`src/rtl/serial_comparator.sv`:
```
// Digit-serial magnitude comparator: scans two 32-bit operands MSB-first,
// DIGIT_W bits per cycle, and stops at the first digit that differs.
module serial_comparator #(
    parameter int DIGIT_W = 4  // 1, 2, 4 or 8
) (
    input  logic        iClk,
    input  logic        iRst,
    input  logic        iValid,
    output logic        oReady,
    input  logic [31:0] iDataA,
    input  logic [31:0] iDataB,
    input  logic        iSigned,
    output logic        oValid,
    input  logic        iReady,
    output logic [2:0]  oData,
    output logic [31:0] oSet
);

    localparam int NUM_DIGITS = 32 / DIGIT_W;
    localparam int CNT_W      = $clog2(NUM_DIGITS);

    typedef enum logic [1:0] {
        IDLE = 2'd0,
        RUN  = 2'd1,
        DONE = 2'd2
    } state_t;

    state_t             stateReg;
    logic [31:0]        aReg;
    logic [31:0]        bReg;
    logic [CNT_W-1:0]   cntReg;

    logic [DIGIT_W-1:0] aDigits [NUM_DIGITS];
    logic [DIGIT_W-1:0] bDigits [NUM_DIGITS];
    logic [DIGIT_W-1:0] aDigit;
    logic [DIGIT_W-1:0] bDigit;
    logic               lastDigit;

    // Digit 0 is the most significant slice, so the counter walks toward the LSB.
    genvar gi;
    generate
        for (gi = 0; gi < NUM_DIGITS; gi++) begin : gDigit
            assign aDigits[gi] = aReg[32 - DIGIT_W * (gi + 1) +: DIGIT_W];
            assign bDigits[gi] = bReg[32 - DIGIT_W * (gi + 1) +: DIGIT_W];
        end
    endgenerate

    assign aDigit    = aDigits[cntReg];
    assign bDigit    = bDigits[cntReg];
    assign lastDigit = (cntReg == CNT_W'(NUM_DIGITS - 1));

    always_ff @(posedge iClk) begin
        if (iRst) begin
            stateReg <= IDLE;
            oReady   <= 1'b1;
            oValid   <= 1'b0;
            oData    <= 3'b000;
            oSet     <= 32'h0;
            cntReg   <= '0;
            aReg     <= 32'h0;
            bReg     <= 32'h0;
        end else begin
            case (stateReg)
                IDLE: begin
                    if (iValid) begin
                        // Flipping the sign bit maps two's-complement order onto unsigned order.
                        aReg     <= {iDataA[31] ^ iSigned, iDataA[30:0]};
                        bReg     <= {iDataB[31] ^ iSigned, iDataB[30:0]};
                        cntReg   <= '0;
                        oData    <= 3'b000;
                        oSet     <= 32'h0;
                        oReady   <= 1'b0;
                        stateReg <= RUN;
                    end
                end
                RUN: begin
                    if (aDigit != bDigit) begin
                        oData    <= (aDigit < bDigit) ? 3'b100 : 3'b001;
                        oSet     <= {31'b0, aDigit < bDigit};
                        oValid   <= 1'b1;
                        stateReg <= DONE;
                    end else if (lastDigit) begin
                        oData    <= 3'b010;
                        oSet     <= 32'h0;
                        oValid   <= 1'b1;
                        stateReg <= DONE;
                    end else begin
                        cntReg <= cntReg + 1'b1;
                    end
                end
                DONE: begin
                    if (iReady) begin
                        oValid   <= 1'b0;
                        oReady   <= 1'b1;
                        stateReg <= IDLE;
                    end
                end
                default: begin
                    oValid   <= 1'b0;
                    oReady   <= 1'b1;
                    stateReg <= IDLE;
                end
            endcase
        end
    end

endmodule

```
`config.mk`:
```
export PLATFORM = sky130hd
export DESIGN_NAME = serial_comparator
export DESIGN_NICKNAME = d
export VERILOG_FILES = /design/src/rtl/serial_comparator.sv
export SDC_FILE = /design/constraint.sdc
export NUM_CORES = 1
export LEC_CHECK = 0
export CAP_MARGIN = 20
export CORE_ASPECT_RATIO = 0.8
export CORE_UTILIZATION = 45
export DETAILED_ROUTE_END_ITERATION = 8
export PLACE_DENSITY_LB_ADDON = 0.15
export SLEW_MARGIN = 20
export SYNTH_ARGS = -nofsm -noshare
export SYNTH_HDL_FRONTEND = slang
export SYNTH_SLANG_ARGS = --single-unit
export TNS_END_PERCENT = 30
```
`constraint.sdc`:
```
create_clock -name iClk -period 3.1 [get_ports iClk]
set_input_delay 0.62 -clock iClk [delete_from_list [all_inputs] [get_ports iClk]]
set_output_delay 0.62 -clock iClk [all_outputs]
set_load 0.01 [all_outputs]
```
## Yosys cells after proc, flatten, opt, wreduce, memory -nomap -nowiden

Cells that the tools add are included.

| storage, ports and cells | value |
|---|---|
| flip-flop bits (word level) | 106 |
| memory bits (read-only) | 0 |
| latch bits | 0 |
| bits of input ports | 69 |
| memories kept | 0 |
| logic and storage cells | 63 |
| RAM bits | 0 |
| output and inout port bits | 37 |

| operators by class | value |
|---|---|
| equality and inequality tests | 9 |
| add/subtract/negate cells | 1 |
| shift operators | 0 |
| $lt $le $gt $ge | 2 |
| bitwise operators | 5 |
| divide/modulo/power cells | 0 |
| reduce and logical (&&, ||, !) cells | 8 |
| multipliers | 0 |
| mux-type cells | 30 |

Operators by type and width:

| operator | count |
|---|---|
| 2-to-1 mux 32 bit | 3 |
| case mux 32 bit (2 select lines) | 1 |
| binary-select mux 4 bit (select 3 bit) | 2 |
| 2-to-1 mux 3 bit | 6 |
| 2-to-1 mux 4 bit | 4 |
| case mux 3 bit (2 select lines) | 2 |
| AND reduction 3 bit | 4 |
| 2-to-1 mux 2 bit | 4 |
| != test 2 bit, second input constant | 4 |
| case mux 1 bit (3 select lines) | 2 |
| case mux 2 bit (3 select lines) | 1 |
| 2-to-1 mux 1 bit | 5 |
| greater-or-equal comparator 4 bit, second input constant | 1 |
| less-than comparator 4 bit | 1 |
| != test 4 bit | 1 |
| NOT 3 -> 4 bit | 1 |
| AND reduction 4 bit | 1 |
| adder 3 x 1 -> 3 bit, second input constant | 1 |
| == test 3 bit, second input constant | 1 |
| != test 3 bit, second input constant | 1 |
| == test 2 x 1 -> 1 bit, second input constant | 1 |
| == test 2 bit, second input constant | 1 |
| zero test 2 bit | 1 |
| NOT 1 bit | 2 |
| 3 further kinds | 4 |

## Longest topological paths before layout

| logic depth | value |
|---|---|
| word-level depth | 8 |
| gate-level depth with buffers | 10 |
| mapped depth without buffers | 8 |

## Worst setup path after synthesis

Ideal clock, no wire load.

| timing path | value |
|---|---|
| kind | register -> register |
| start | reg cntReg[1] |
| end | reg cntReg[0] |
| clock period less this slack | 2.439 ns |
| data arrival time | 2.374 ns |
| stages on the path, launching flop included | 11 |
| buffers on the path | 2 |
| library setup time | 0.065 ns |
| required time | 3.035 ns |
| path slack | 0.661 ns |
| path through | dfxtp_1 -> buf_2 -> buf_2 -> mux4_2 -> nand2_1 -> nand2_1 -> ha_1 -> nand4_1 -> nor3b_4 -> mux2_4 -> nor2_1 |

| on the way | value |
|---|---|
| cells in the longest elaborated chain, start to end | 7 |
| elaborated cells between the ends (all ways) | 12 |
| classes of those cells | eq/ne: 4; mux: 6; bitwise: 1; reduce/logical: 1 |

Ends and longest elaborated chain:

| what | line | text |
|---|---|---|
| start: declaration | 31 | `logic [CNT_W-1:0] cntReg;` |
| start signal: assignment | 88 | `cntReg <= cntReg + 1'b1;` |
| NOT 3 -> 4 bit (not written as such) | 48, 49 |  |
| binary-select mux 4 bit (select 3 bit), on equally long branches | 48, 49 |  |
| 2-to-1 mux 4 bit, on equally long branches (2 in series) | 48, 49 |  |
| != test 4 bit | 77 | `if (aDigit != bDigit) begin` |
| != test 2 bit (no line) | - |  |
| AND reduction 4 bit (no line) (*) | - |  |

Mark *: on every way between the ends. The rest lies on a longest branch, timed or not. The select of a mux whose other input is x is not followed.
A chain may end at the register's enable or synchronous reset.

## Final worst setup path

Same ends and word-level chain as after synthesis.

==> flow_summary.json <==
{
  "ys_ff_latch": 74,
  "portBuffers": 74,
  "dp_hpwl_um": 5315,
  "cts.clk_slew.worst_paths_ns": 0.07,
  "maxCapViolCount": 0,
  "drc": 0,
  "grt_max_degree": 44,
  "antenna_found_initial": 0,
  "cts-root-buf": "clkbuf_8",
  "relSlewSlack": 0.5958,
  "layout_setup_ws_ns": 0.2419,
  "antennaDiodeCount": 0,
  "fin_area_um2": 4399,
  "fin_skew_ns": 0.003946,
  "endpoint_kind": "register",
  "final-hold-violation-count": 0,
  "synth_edf_count": 0,
  "nNetsFinal": 546,
  "dieArea_um2": 8079,
  "ys_async_sr_fraction": 0,
  "min-delay-start": "bDigits[21]",
  "outcome": "finished clean",
  "clock_latency_ns": 0.35,
  "worst_setup_path_start_kind": "register",
  "cts_setup_buffers": 0,
  "first_global_vias": 2615,
  "synthDistinctLibCells": 36,
  "initial_core_util": 0.4678,
  "syn_inst": 406,
  "cts_resized": 0,
  "grt_overflow_total": 0,
  "drt_iter0_markers": 102,
  "r2r_end": "cntReg[0]",
  "setup_viol_count_final": 0,
  "avgSynthCellArea_um2": 8.558,
  "p_per_area_nw_per_um2": 562.2,
  "fin_hold_ws_ns": 0.4557,
  "synth_top_area_cell": "dfxtp_1",
  "fin_crit_sh": 0.9220,
  "synth_ff_type": "dfxtp_1",
  "num_vias": 2817,
  "tritoncts": "yes",
  "layout-drive-gt1-share": 0.09874,
  "row_count": 28,
  "dp.cells": 565,
  "rr_worst_depth": 8,
  "timing.fmax_mhz": 349.9,
  "worstMarginPinSlew_ns": 0.6054,
  "syn_area_um2": 3475,
  "worstPathArrival_ns": 3.14,
  "gp_congestion": 0.7710,
  "htree_num_levels": 3,
  "routed_via_density": 4.849,
  "clock_path_buffers": 2,
  "synth_top_area_frac": 0.4264,
  "cts.sinks": 74,
  "grt_usage": 0.2000,
  "vdd_ir_drop_max_v": 0.0003029,
  "path_class": "reg -> reg",
  "hold_end": "bDigits[21]",
  "slew_violations": 0,
  "rrSetupSlack_ns": 0.24,
  "io_pins": 106,
  "fin_crit_ns": 2.858,
  "p_leak_nw": 1.708,
  "critPathMaxFanout": 13,
  "die_height_um": 80.60,
  "wl_per_cell_um": 12.64,
  "rsz0062_at_grt": "no",
  "area_delta_synth_final_pct": 26.61,
  "cts_buffers": 9,
  "ys_seq_area_frac": 0.4264,
  "drt_pass1_iterations": 4,
  "whs_path_depth": 2,
  "hold_buffers": 0,
  "dpl_cell_area_um2": 4146,
  "core_um2": 7427,
  "hp-class": "reg -> reg",
  "fp.dieW_um": 100.2,
  "post_layout_nonfiller_instances": 581,
  "synthTopCellsByArea": "dfxtp_1 (43%), nand2_1 (15%), mux4_2 (10%)",
  "tns_ns": 0,
  "grt_pass1_wl_um": 12250,
  "yosys_warnings": 0,
  "crit_required_ns": 3.39,
  "finalWirelength_um": 7343,
  "drtAntennaViolNets": 0,
  "dp_slack_ns": 0.2308,
  "r2r_start": "cntReg[1]"
}
[area by class of cell]
class	count	area, um^2
Clock buffer	12	155.1
Clock inverter	4	97.59
Fill cell	698	3028
Inverter	3	11.26
Multi-Input combinational cell	301	1727
Sequential cell	74	1481
Tap cell	105	131.4
Timing Repair Buffer	82	795.8
[worst max-delay path by stage]
stage / startpoint / to / slack, ns / cells after the start
after floorplan: cntReg[1] / cntReg[0] / 0.66 / 10
after global placement: cntReg[1] / cntReg[0] / 0.35 / 8
after detailed placement: cntReg[1] / cntReg[0] / 0.23 / 8
after CTS: cntReg[1] / cntReg[0] / 0.20 / 8
after global routing: cntReg[1] / cntReg[0] / 0.02 / 8
final: cntReg[1] / cntReg[0] / 0.24 / 8
[layer usage]
layer / up-vias / share of wire / global-route usage
met3: 8 / 0.062 / 0.05918
met5: - / 0 / 0
met4: 0 / 0.011 / 0.06812
li1: 1426 / - / -
met2: 93 / 0.45 / 0.3055
met1: 1290 / 0.48 / 0.2694
[worst max-delay path, stage by stage, from the launching register on]
cell	delay (ns)
dfxtp_1	0.71
mux4_2	0.59
nand2_1	0.08
nand2_1	0.06
ha_1	0.32
nand4_1	0.26
nor3b_4	0.37
mux2_4	0.33
nor2_1	0.08
[metrics by stage]
stage / total power [mW] / utilization
detailed placement: 1.565 / 0.5583
finish: 2.473 / 0.5923
global route: 2.599 / 0.5923
floorplan: 1.424 / -
global placement: 1.557 / 0.5583
CTS: 2.486 / 0.5923
[cell usage after synthesis, types with 2 or more instances]
cell	count
dfxtp_1	74
a211oi_1	3
a21oi_1	68
buf_6	2
ha_1	6
inv_1	2
nor2_1	7
clkbuf_1	12
nand2_1	141
buf_4	34
xnor2_1	2
nand2b_1	2
mux2i_1	5
buf_2	10
o21ai_1	2
mux4_2	16
[layout by cell type (no fill, tap or decap), types with 2 or more instances in the layout]
master           Yosys  layout
dfxtp_1             74      74
clkbuf_8             0      11
xnor2_1              2       2
conb_1               1      31
ha_1                 6       6
o21ai_1              2       2
bufinv_16            0       3
mux4_2              16      16
buf_4               34       8
nand2_1            141     141
nor2_1               7       7
a211oi_1             3       3
clkdlybuf4s50_1      0      73
a21oi_1             68      68
inv_1                2       2
nand2b_1             2       2
mux2i_1              5       5
[cell families after synthesis]
group | Yosys count | synth area share
xor+xnor | 2 | 0.005042
simple gates | 159 | 0.1873
fa+ha+maj | 6 | 0.02161
flops | 74 | 0.4264
mux | 22 | 0.1224
other cells | 1 | 0.001079
compound gates | 81 | 0.1257
buf+inv | 61 | 0.1105
[flip-flops by register name, indices dropped and copies added, names as in the netlist]
| register | cells |
|---|---|
| cntReg | 3 |
| oData | 2 |
| stateReg | 2 |
| oValid | 1 |
| oSet | 1 |
| oReady | 1 |
| aDigits | 32 |
| bDigits | 32 |
[power breakdown]
group / leakage, nW / switching, mW / internal (mW)
Combinational: 0.978 / 0.233 / 0.227
Clock: 0.123 / 0.351 / 0.579
Sequential: 0.607 / 0.0524 / 1.03
Total: 1.71 / 0.635 / 1.84
(Power assumes the default switching activity.)
